## src/rtl/fpgmips_pkg.sv

```systemverilog
// rtl/fpgmips_pkg.sv - shared opcodes, ALU select codes, FSM states and instruction layout
package fpgmips_pkg;

  localparam logic [5:0] OP_MOV  = 6'b000000;
  localparam logic [5:0] OP_ADD  = 6'b000001;
  localparam logic [5:0] OP_SUB  = 6'b000010;
  localparam logic [5:0] OP_MUL  = 6'b000011;
  localparam logic [5:0] OP_BEQ  = 6'b000100;
  localparam logic [5:0] OP_BLT  = 6'b000101;
  localparam logic [5:0] OP_HALT = 6'b111111;

  localparam logic [2:0] SEL_PASS = 3'b000;
  localparam logic [2:0] SEL_ADD  = 3'b001;
  localparam logic [2:0] SEL_SUB  = 3'b010;
  localparam logic [2:0] SEL_MUL  = 3'b101;

  typedef enum logic [2:0] {
    ST_IDLE      = 3'd0,
    ST_DECODE    = 3'd1,
    ST_EXECUTE   = 3'd2,
    ST_WRITEBACK = 3'd3,
    ST_HALTED    = 3'd4
  } state_t;

  typedef struct packed {
    logic [5:0]  opcode;
    logic [4:0]  rs;
    logic [4:0]  rt;
    logic [4:0]  rd;
    logic [10:0] low;
  } instr_t;

  typedef struct packed {
    logic [2:0] sel;
    logic       legal;
    logic       writes;
    logic       is_beq;
    logic       is_blt;
    logic       is_halt;
    logic       long_exec;
  } op_info_t;

endpackage

```

## src/rtl/alu_sequencer_if.sv

```systemverilog
// rtl/alu_sequencer_if.sv - instruction handshake, register-file and ALU control bundle
interface alu_sequencer_if;

  logic        instr_valid;
  logic        instr_ready;
  logic [31:0] instruction;
  logic [4:0]  reg_read_a;
  logic [4:0]  reg_read_b;
  logic [2:0]  alu_selection;
  logic        alu_is_zero;
  logic        alu_is_negative;
  logic        reg_write_enable;
  logic [4:0]  reg_write_address;
  logic        branch_taken;
  logic        illegal_op;
  logic        halted;

  modport master (
    input  instr_valid, instruction, alu_is_zero, alu_is_negative,
    output instr_ready, reg_read_a, reg_read_b, alu_selection,
           reg_write_enable, reg_write_address, branch_taken, illegal_op, halted
  );

  modport slave (
    output instr_valid, instruction, alu_is_zero, alu_is_negative,
    input  instr_ready, reg_read_a, reg_read_b, alu_selection,
           reg_write_enable, reg_write_address, branch_taken, illegal_op, halted
  );

endinterface

```

## src/rtl/op_decoder.sv

```systemverilog
// rtl/op_decoder.sv - combinational opcode legality and ALU select decode
// MUL is legal (two-cycle execute) only when ALU_SEQUENCER_MUL_EN is defined.
module op_decoder
  import fpgmips_pkg::*;
(
  input  logic [5:0] opcode_i,
  output op_info_t   info_o
);

  always_comb begin
    info_o = '0;
    case (opcode_i)
      OP_MOV: begin
        info_o.legal  = 1'b1;
        info_o.writes = 1'b1;
        info_o.sel    = SEL_PASS;
      end
      OP_ADD: begin
        info_o.legal  = 1'b1;
        info_o.writes = 1'b1;
        info_o.sel    = SEL_ADD;
      end
      OP_SUB: begin
        info_o.legal  = 1'b1;
        info_o.writes = 1'b1;
        info_o.sel    = SEL_SUB;
      end
`ifdef ALU_SEQUENCER_MUL_EN
      OP_MUL: begin
        info_o.legal     = 1'b1;
        info_o.writes    = 1'b1;
        info_o.sel       = SEL_MUL;
        info_o.long_exec = 1'b1;
      end
`endif
      OP_BEQ: begin
        info_o.legal  = 1'b1;
        info_o.is_beq = 1'b1;
        info_o.sel    = SEL_SUB;
      end
      OP_BLT: begin
        info_o.legal  = 1'b1;
        info_o.is_blt = 1'b1;
        info_o.sel    = SEL_SUB;
      end
      OP_HALT: begin
        info_o.legal   = 1'b1;
        info_o.is_halt = 1'b1;
      end
      default: info_o = '0;
    endcase
  end

endmodule

```

## src/rtl/alu_sequencer.sv

```systemverilog
// rtl/alu_sequencer.sv - IDLE/DECODE/EXECUTE/WRITEBACK/HALTED instruction sequencer
// ALU_SEQUENCER_MUL_EN (in op_decoder) enables MUL with a two-cycle EXECUTE.
module alu_sequencer
  import fpgmips_pkg::*;
(
  input  logic            clock,
  input  logic            reset,
  alu_sequencer_if.master bus
);

  state_t   state_q, state_d;
  instr_t   instr_q, instr_d;
  logic     zero_q, zero_d;
  logic     neg_q, neg_d;
  logic     exec_cnt_q, exec_cnt_d;
  logic     exec_last;
  op_info_t info;
  logic     unused_low;

  op_decoder u_op_decoder (
    .opcode_i (instr_q.opcode),
    .info_o   (info)
  );

  // Long-execute ops spend one extra EXECUTE cycle before the flags are taken.
  assign exec_last  = !(info.long_exec && !exec_cnt_q);
  assign unused_low = ^instr_q.low;

  always_ff @(posedge clock or posedge reset) begin
    if (reset) begin
      state_q    <= ST_IDLE;
      instr_q    <= '0;
      zero_q     <= 1'b0;
      neg_q      <= 1'b0;
      exec_cnt_q <= 1'b0;
    end else begin
      state_q    <= state_d;
      instr_q    <= instr_d;
      zero_q     <= zero_d;
      neg_q      <= neg_d;
      exec_cnt_q <= exec_cnt_d;
    end
  end

  always_comb begin
    state_d    = state_q;
    instr_d    = instr_q;
    zero_d     = zero_q;
    neg_d      = neg_q;
    exec_cnt_d = 1'b0;
    case (state_q)
      ST_IDLE: begin
        if (bus.instr_valid) begin
          instr_d = instr_t'(bus.instruction);
          state_d = ST_DECODE;
        end
      end
      ST_DECODE: begin
        state_d = info.is_halt ? ST_HALTED : ST_EXECUTE;
      end
      ST_EXECUTE: begin
        if (exec_last) begin
          zero_d  = bus.alu_is_zero;
          neg_d   = bus.alu_is_negative;
          state_d = ST_WRITEBACK;
        end else begin
          exec_cnt_d = 1'b1;
        end
      end
      ST_WRITEBACK: state_d = ST_IDLE;
      ST_HALTED:    state_d = ST_HALTED;
      default:      state_d = ST_IDLE;
    endcase
  end

  always_comb begin
    bus.instr_ready       = 1'b0;
    bus.reg_read_a        = '0;
    bus.reg_read_b        = '0;
    bus.alu_selection     = SEL_PASS;
    bus.reg_write_enable  = 1'b0;
    bus.reg_write_address = '0;
    bus.branch_taken      = 1'b0;
    bus.illegal_op        = 1'b0;
    bus.halted            = 1'b0;
    case (state_q)
      // Held low while reset is asserted so every output reads zero.
      ST_IDLE: bus.instr_ready = !reset;
      ST_DECODE: begin
        bus.reg_read_a = instr_q.rs;
        bus.reg_read_b = instr_q.rt;
      end
      ST_EXECUTE: begin
        bus.reg_read_a    = instr_q.rs;
        bus.reg_read_b    = instr_q.rt;
        bus.alu_selection = info.sel;
      end
      ST_WRITEBACK: begin
        bus.reg_read_a = instr_q.rs;
        bus.reg_read_b = instr_q.rt;
        if (!info.legal) begin
          bus.illegal_op = 1'b1;
        end else if (info.writes) begin
          bus.reg_write_enable  = 1'b1;
          bus.reg_write_address = instr_q.rd;
        end else begin
          bus.branch_taken = (info.is_beq && zero_q) || (info.is_blt && neg_q);
        end
      end
      ST_HALTED: bus.halted = 1'b1;
      default: ;
    endcase
  end

endmodule

```

## src/flat_wrapper.sv

```systemverilog
// flat-port wrapper written by rule: the top's interface ports become plain ports
module alu_sequencer_flat import fpgmips_pkg::*;
  (clock, reset, bus_instr_valid, bus_instruction, bus_alu_is_zero, bus_alu_is_negative, bus_instr_ready, bus_reg_read_a, bus_reg_read_b, bus_alu_selection, bus_reg_write_enable, bus_reg_write_address, bus_branch_taken, bus_illegal_op, bus_halted);
  alu_sequencer_if bus_i ();
  input  logic clock;
  input  logic reset;
  input wire logic [$bits(bus_i.instr_valid)-1:0] bus_instr_valid;
  input wire logic [$bits(bus_i.instruction)-1:0] bus_instruction;
  input wire logic [$bits(bus_i.alu_is_zero)-1:0] bus_alu_is_zero;
  input wire logic [$bits(bus_i.alu_is_negative)-1:0] bus_alu_is_negative;
  output wire logic [$bits(bus_i.instr_ready)-1:0] bus_instr_ready;
  output wire logic [$bits(bus_i.reg_read_a)-1:0] bus_reg_read_a;
  output wire logic [$bits(bus_i.reg_read_b)-1:0] bus_reg_read_b;
  output wire logic [$bits(bus_i.alu_selection)-1:0] bus_alu_selection;
  output wire logic [$bits(bus_i.reg_write_enable)-1:0] bus_reg_write_enable;
  output wire logic [$bits(bus_i.reg_write_address)-1:0] bus_reg_write_address;
  output wire logic [$bits(bus_i.branch_taken)-1:0] bus_branch_taken;
  output wire logic [$bits(bus_i.illegal_op)-1:0] bus_illegal_op;
  output wire logic [$bits(bus_i.halted)-1:0] bus_halted;
  assign bus_i.instr_valid = bus_instr_valid;
  assign bus_i.instruction = bus_instruction;
  assign bus_i.alu_is_zero = bus_alu_is_zero;
  assign bus_i.alu_is_negative = bus_alu_is_negative;
  assign bus_instr_ready = bus_i.instr_ready;
  assign bus_reg_read_a = bus_i.reg_read_a;
  assign bus_reg_read_b = bus_i.reg_read_b;
  assign bus_alu_selection = bus_i.alu_selection;
  assign bus_reg_write_enable = bus_i.reg_write_enable;
  assign bus_reg_write_address = bus_i.reg_write_address;
  assign bus_branch_taken = bus_i.branch_taken;
  assign bus_illegal_op = bus_i.illegal_op;
  assign bus_halted = bus_i.halted;
  alu_sequencer u_core (.clock(clock), .reset(reset), .bus(bus_i));
endmodule
```

## config.mk

```make
export PLATFORM = sky130hd
export DESIGN_NAME = alu_sequencer_flat
export DESIGN_NICKNAME = d
export VERILOG_FILES = /design/src/rtl/fpgmips_pkg.sv /design/src/rtl/alu_sequencer_if.sv /design/src/rtl/op_decoder.sv /design/src/rtl/alu_sequencer.sv /design/src/flat_wrapper.sv
export SDC_FILE = /design/constraint.sdc
export NUM_CORES = 1
export LEC_CHECK = 0
export ABC_AREA = 1
export CORE_MARGIN = 2
export CORE_UTILIZATION = 45
export DETAILED_ROUTE_END_ITERATION = 7
export HOLD_SLACK_MARGIN = 0.12
export PLACE_DENSITY = 0.94
export SKIP_LAST_GASP = 1
export SYNTH_ARGS = -nofsm -noshare
export SYNTH_HDL_FRONTEND = slang
export SYNTH_SLANG_ARGS = --single-unit
```

## constraint.sdc

```tcl
create_clock -name clock -period 3.16 [get_ports clock]
set_clock_uncertainty 0.1 [all_clocks]
set_input_delay 0.316 -clock clock [delete_from_list [all_inputs] [get_ports clock]]
set_output_delay 0.316 -clock clock [all_outputs]
set_load 0.05 [all_outputs]
```

# Word-level counts from Yosys, hierarchy flattened
# Index checks and enable logic that the tools add are counted.
# Widths: inputs -> output; s select.
[totals] regBits=26 inputBits=37 out_inout_bits=23
[op_classes] n_eq_ne=10 n_mux=25 reduce_logical=11
[op_table] operator="$mux 5" n=5
[op_table] operator="$mux 1" n=15
[op_table] operator="$eq 6x3->1 const B" n=2
[op_table] operator="$pmux 3 s4" n=1
[op_table] operator="$reduce_or 3->1" n=3
[op_table] operator="$eq 3x2->1 const B" n=2
[op_table] operator="$eq 6x1->1 const B" n=1
[op_table] operator="$eq 6x2->1 const B" n=1
[op_table] operator="$eq 6x6->1 const B" n=1
[op_table] operator="$logic_not 6->1" n=1
[op_table] operator="$mux 3" n=2
[op_table] operator="$reduce_or 6->1" n=1
[op_table] operator="$pmux 2 s2" n=1
[op_table] operator="$eq 3x1->1 const B" n=1
[op_table] operator="$eq 3x3->1 const B" n=1
[op_table] operator="$logic_not 3->1" n=1
[op_table] operator="$logic_and 1x1->1" n=2
[op_table] operator="$mux 2" n=1
[op_table] operator="$ne 2x2->1 const B" n=1
[op_table] operator="$reduce_and 2->1" n=1
[op_table] operator="$logic_not 1->1" n=1
[op_table] operator="$logic_or 1x1->1" n=1

# Depth between registers and ports, before layout
[depth] ltp_word=7 depth_mapped=5 ltp_nobuf=5

# By module
# From an unflattened synthesis, not the netlist that was laid out.
[unflattened] cells_unflattened=198 area_unflattened_um2=1471.4
[by_module_without_submodules] module="alu_sequencer" instances=1 cells_each=172 area_per_inst_um2=1340.0 seq_area_each_um2=675.6
[by_module_without_submodules] module="op_decoder" instances=1 cells_each=26 area_per_inst_um2=131.4 seq_area_each_um2=0.0

# Least setup slack after synthesis
# OpenSTA, ideal clock, no wires.
[synth_timing] path_type="reg2out" start="register u_core.state_q[2]" end="output bus_alu_selection[0]" arrival_ns=1.812 t_required_ns=2.744 path_slack_ns=0.932 path_stages_with_launch=4 path_buffers=0 cell_sequence="dfrtp_1 -> nor2_4 -> nand2_1 -> nor3_1"
[synth_via] elab_chain_len=2
[synth_rtl] element="start, declared" line_no="alu_sequencer.sv:11" rtl="state_t state_q, state_d;"
[synth_rtl] element="start signal, assigned" line_no="alu_sequencer.sv:37" rtl="state_q <= state_d;"
[synth_rtl] element="$eq 3x2->1"
[synth_rtl] element="$mux 2" line_no="alu_sequencer.sv:86" rtl="case (state_q)"
[synth_rtl] element="end, declared" line_no="flat_wrapper.sv:14" rtl="output wire logic [$bits(bus_i.alu_selection)-1:0] bus_alu_selection;"
# Every way passes these cells.

# Worst setup path in the final report
[layout_timing] start="register u_core.instr_q[30] (netlist bit)" end="output bus_reg_write_address[3]"
[layout_via] elab_chain_len=6
[layout_rtl] element="start, declared" line_no="alu_sequencer.sv:12" rtl="instr_t instr_q, instr_d;"
[layout_rtl] element="start signal, assigned" line_no="alu_sequencer.sv:38" rtl="instr_q <= instr_d;"
[layout_rtl] element="$eq 6x2->1 (tied with other cells)" line_no="op_decoder.sv:12" rtl="case (opcode_i)"
[layout_rtl] element="$reduce_or 3->1 (no line)"
[layout_rtl] element="$mux 1" line_no="op_decoder.sv:12"
[layout_rtl] element="$mux 5" line_no="alu_sequencer.sv:103" rtl="end else if (info.writes) begin"
[layout_rtl] element="$mux 5 *" line_no="alu_sequencer.sv:101" rtl="if (!info.legal) begin"
[layout_rtl] element="$mux 5 *" line_no="alu_sequencer.sv:86"
[layout_rtl] element="end, declared" line_no="flat_wrapper.sv:16" rtl="output wire logic [$bits(bus_i.reg_write_address)-1:0] bus_reg_write_address;"
# Every way passes the cells marked *; elsewhere a longest branch is shown, timed or not.

==> metrics.txt <==
Initial Util 47.2%; Hold Fails Final Rpt 0; Vias/cell 4.38; Pre-antenna DRT Iters 4; Worst setup SP type flop; dominant cell type by area after synthesis dfrtp_1; dpl cell area 1900 µm²; status completed; top-area cell type share of the netlist area 45.5%; Worst Path Arrival between 2 and 2.5 ns; Setup Buffers After CTS 0; Syn Inst Count 184; drt drc 0; synthesized area 1430 µm²; busiest layer in global routing met2; Setup-failing EPs final 0; post-synthesis sequential area ratio 45.5%; Syn Nets 221; clk buf depth 2; commonest cells after routing, fill and taps aside inv_1 (47), clkdlybuf4s50_1 (47), nand2_1 (42); Lkg Pwr about 1.0 nW; RR Startpoint u_core.state_q[2]; H-tree depth reported by CTS 1; clock-pin slew on the worst setup and hold paths 0.15 ns; cell total after placement 270; CP endpoint bus_reg_write_address[3]; count of different cell masters after synthesis 17; flops & latches, synth 26; Filler Cell Count 278; end of the worst register-to-register path u_core.instr_q[31]; CTS root buf clkbuf_4; I/O Buffers 47; Synth Warn # 0; worst setup path class reg -> out; number of global-route vias before repair 1,054; initial antenna violation count 0; Post-Layout Cell Count about 270; Final Cell Area between 1500 and 2000 µm²; top post-synthesis cells by area dfrtp_1 (45%), o21ai_2 (13%), inv_1 (12%), nand2_1 (11%), nor2_1 (6.6%); worst setup path start u_core.instr_q[30]; Final nets about 270; # diodes 0; mean post-synth cell area 7.77 µm²; largest net degree at the start of global routing 43; Die W 60.4 µm; RSZ-0062 raised after global routing no; Final period util between 80% and 90%; CTS tree built; Wirelength per Cell 9.57 µm; area grow syn2layout 36.7%; cells resized by post-CTS repair 0; Tmin final 2.70 ns; grt met2 use 29.7%; met3 Usage GRT 4.69%; critical path peak fanout 6; layout cell share with drive strength beyond 1 12.6%; DIE AREA ~3600 µm²; Ports 60; R2R setup slack ~1.6 ns; Worst VDD drop roughly 0.64 mV; GRT Util Overall around 16%; total grt overflow 0; hold buffer count at cts 0; cell area power density between 900 and 1000 nW/µm²; routed wire length about 2.6 mm; chip height 60.4 µm; First DRT Iteration DRCs 31; first-pass GRT wire length 4.51 mm; fmax 0.371 GHz; Num Clock Sinks 26; Worst EP required 2.74 ns; Max Slew Vio Count 0; core area 3030 µm²; Slew @ Worst Pin 0.979 ns; max_slew headroom 34.7%; via count 1,201; CP Capture Type primary output; worst r2r path cells 4; Num CTS Buffers 3; Routability Congestion around 0.80; met1 usage 19.9%; setup_tns 0 ns; HP Class reg -> reg; Routed Antenna Nets 0; DP Wirelength roughly 2.0 mm; std cell rows 20; max-cap viol count 0; Worst-Skew Late Latency around 0.33 ns
state kept, by name (all words and copies together), names as in the netlist:
name            flops
u_core.zero_q       1
u_core.neg_q        1
u_core.state_q      3
u_core.instr_q     21
kinds of logic (layout without fill, tap and decap cells):
family | after synthesis | in the layout | share of synthesized area [%]
AND/OR/NAND/NOR | 82 | 82 | 24.7
buffers and inverters | 52 | 98 | 16.0
flip-flops | 26 | 26 | 45.5
AO/OA/AOI/OAI | 23 | 23 | 13.6
other | 1 | 1 | 0.262
power by group:
| group | switching (mW) | leakage, nW | total [mW] | internal (mW) |
|---|---|---|---|---|
| clock network | 0.101 | 0.0279 | 0.230 | 0.128 |
| logic | 0.690 | 0.653 | 1.05 | 0.362 |
| registers | 0.108 | 0.323 | 0.593 | 0.485 |
| total | 0.899 | 1.00 | 1.87 | 0.975 |
critical path, cell delays in order, from the launching register on:
cell and delay, ns:
dfrtp_1 0.43, nor2_1 0.24, nand2_1 0.13, nor2_1 0.13, nand2_2 0.11, nor2_1 0.11
clkdlybuf4s50_1 0.81
cell type report:
cell class	instances	area [µm²]	share of cell area [%]
Clock buffer	3	22.5	1.15
Clock inverter	1	30.0	1.54
Inverter	47	176	9.02
Multi-Input combinational cell	106	551	28.2
Sequential cell	26	651	33.3
Tap cell	44	55.1	2.82
Timing Repair Buffer	47	470	24.1
worst min path at each step:
stage | cells after the start | slack [ns] | to | startpoint
after global routing | 3 | 0.39 | u_core.instr_q[30] | bus_instruction[30]
final | 2 | 0.40 | u_core.instr_q[19] | u_core.instr_q[19]
after floorplan | 1 | 0.26 | u_core.instr_q[11] | reset
after detailed placement | 2 | 0.37 | u_core.zero_q | u_core.zero_q
after global placement | 2 | 0.37 | u_core.instr_q[19] | u_core.instr_q[19]
after CTS | 3 | 0.40 | u_core.instr_q[18] | bus_instruction[18]
synth_stat cells:
cell / instances
dfrtp_1: 26
nor2_1: 25
nor3_1: 3
o21ai_2: 21
a21oi_1: 1
nor3_2: 1
and2_1: 1
buf_6: 4
nand3_1: 7
nand2_1: 42
o21ai_0: 1
nand2_2: 1
nand3_4: 1
buf_4: 1
inv_1: 47
conb_1: 1
nor2_4: 1
stage by stage:
stage | power, mW | hold WS, ns | util [%] | setup WS (ns)
finish | 1.87 | 0.400 | 64.6 | 0.461
global route | 2.03 | 0.387 | 64.6 | 0.222
CTS | 1.89 | 0.398 | 64.6 | 0.426
detailed placement | 1.66 | 0.369 | 62.9 | 0.824
global placement | 1.63 | 0.365 | 62.9 | 0.867
floorplan | 1.40 | 0.256 | - | 0.932
metal layers:
layer	vias up	share of wire, %
met1	530	44
met4	0	0.38
li1	629	-
met2	40	48
met5	-	0
met3	2	7.5
Power figures use the tool's default switching activity.
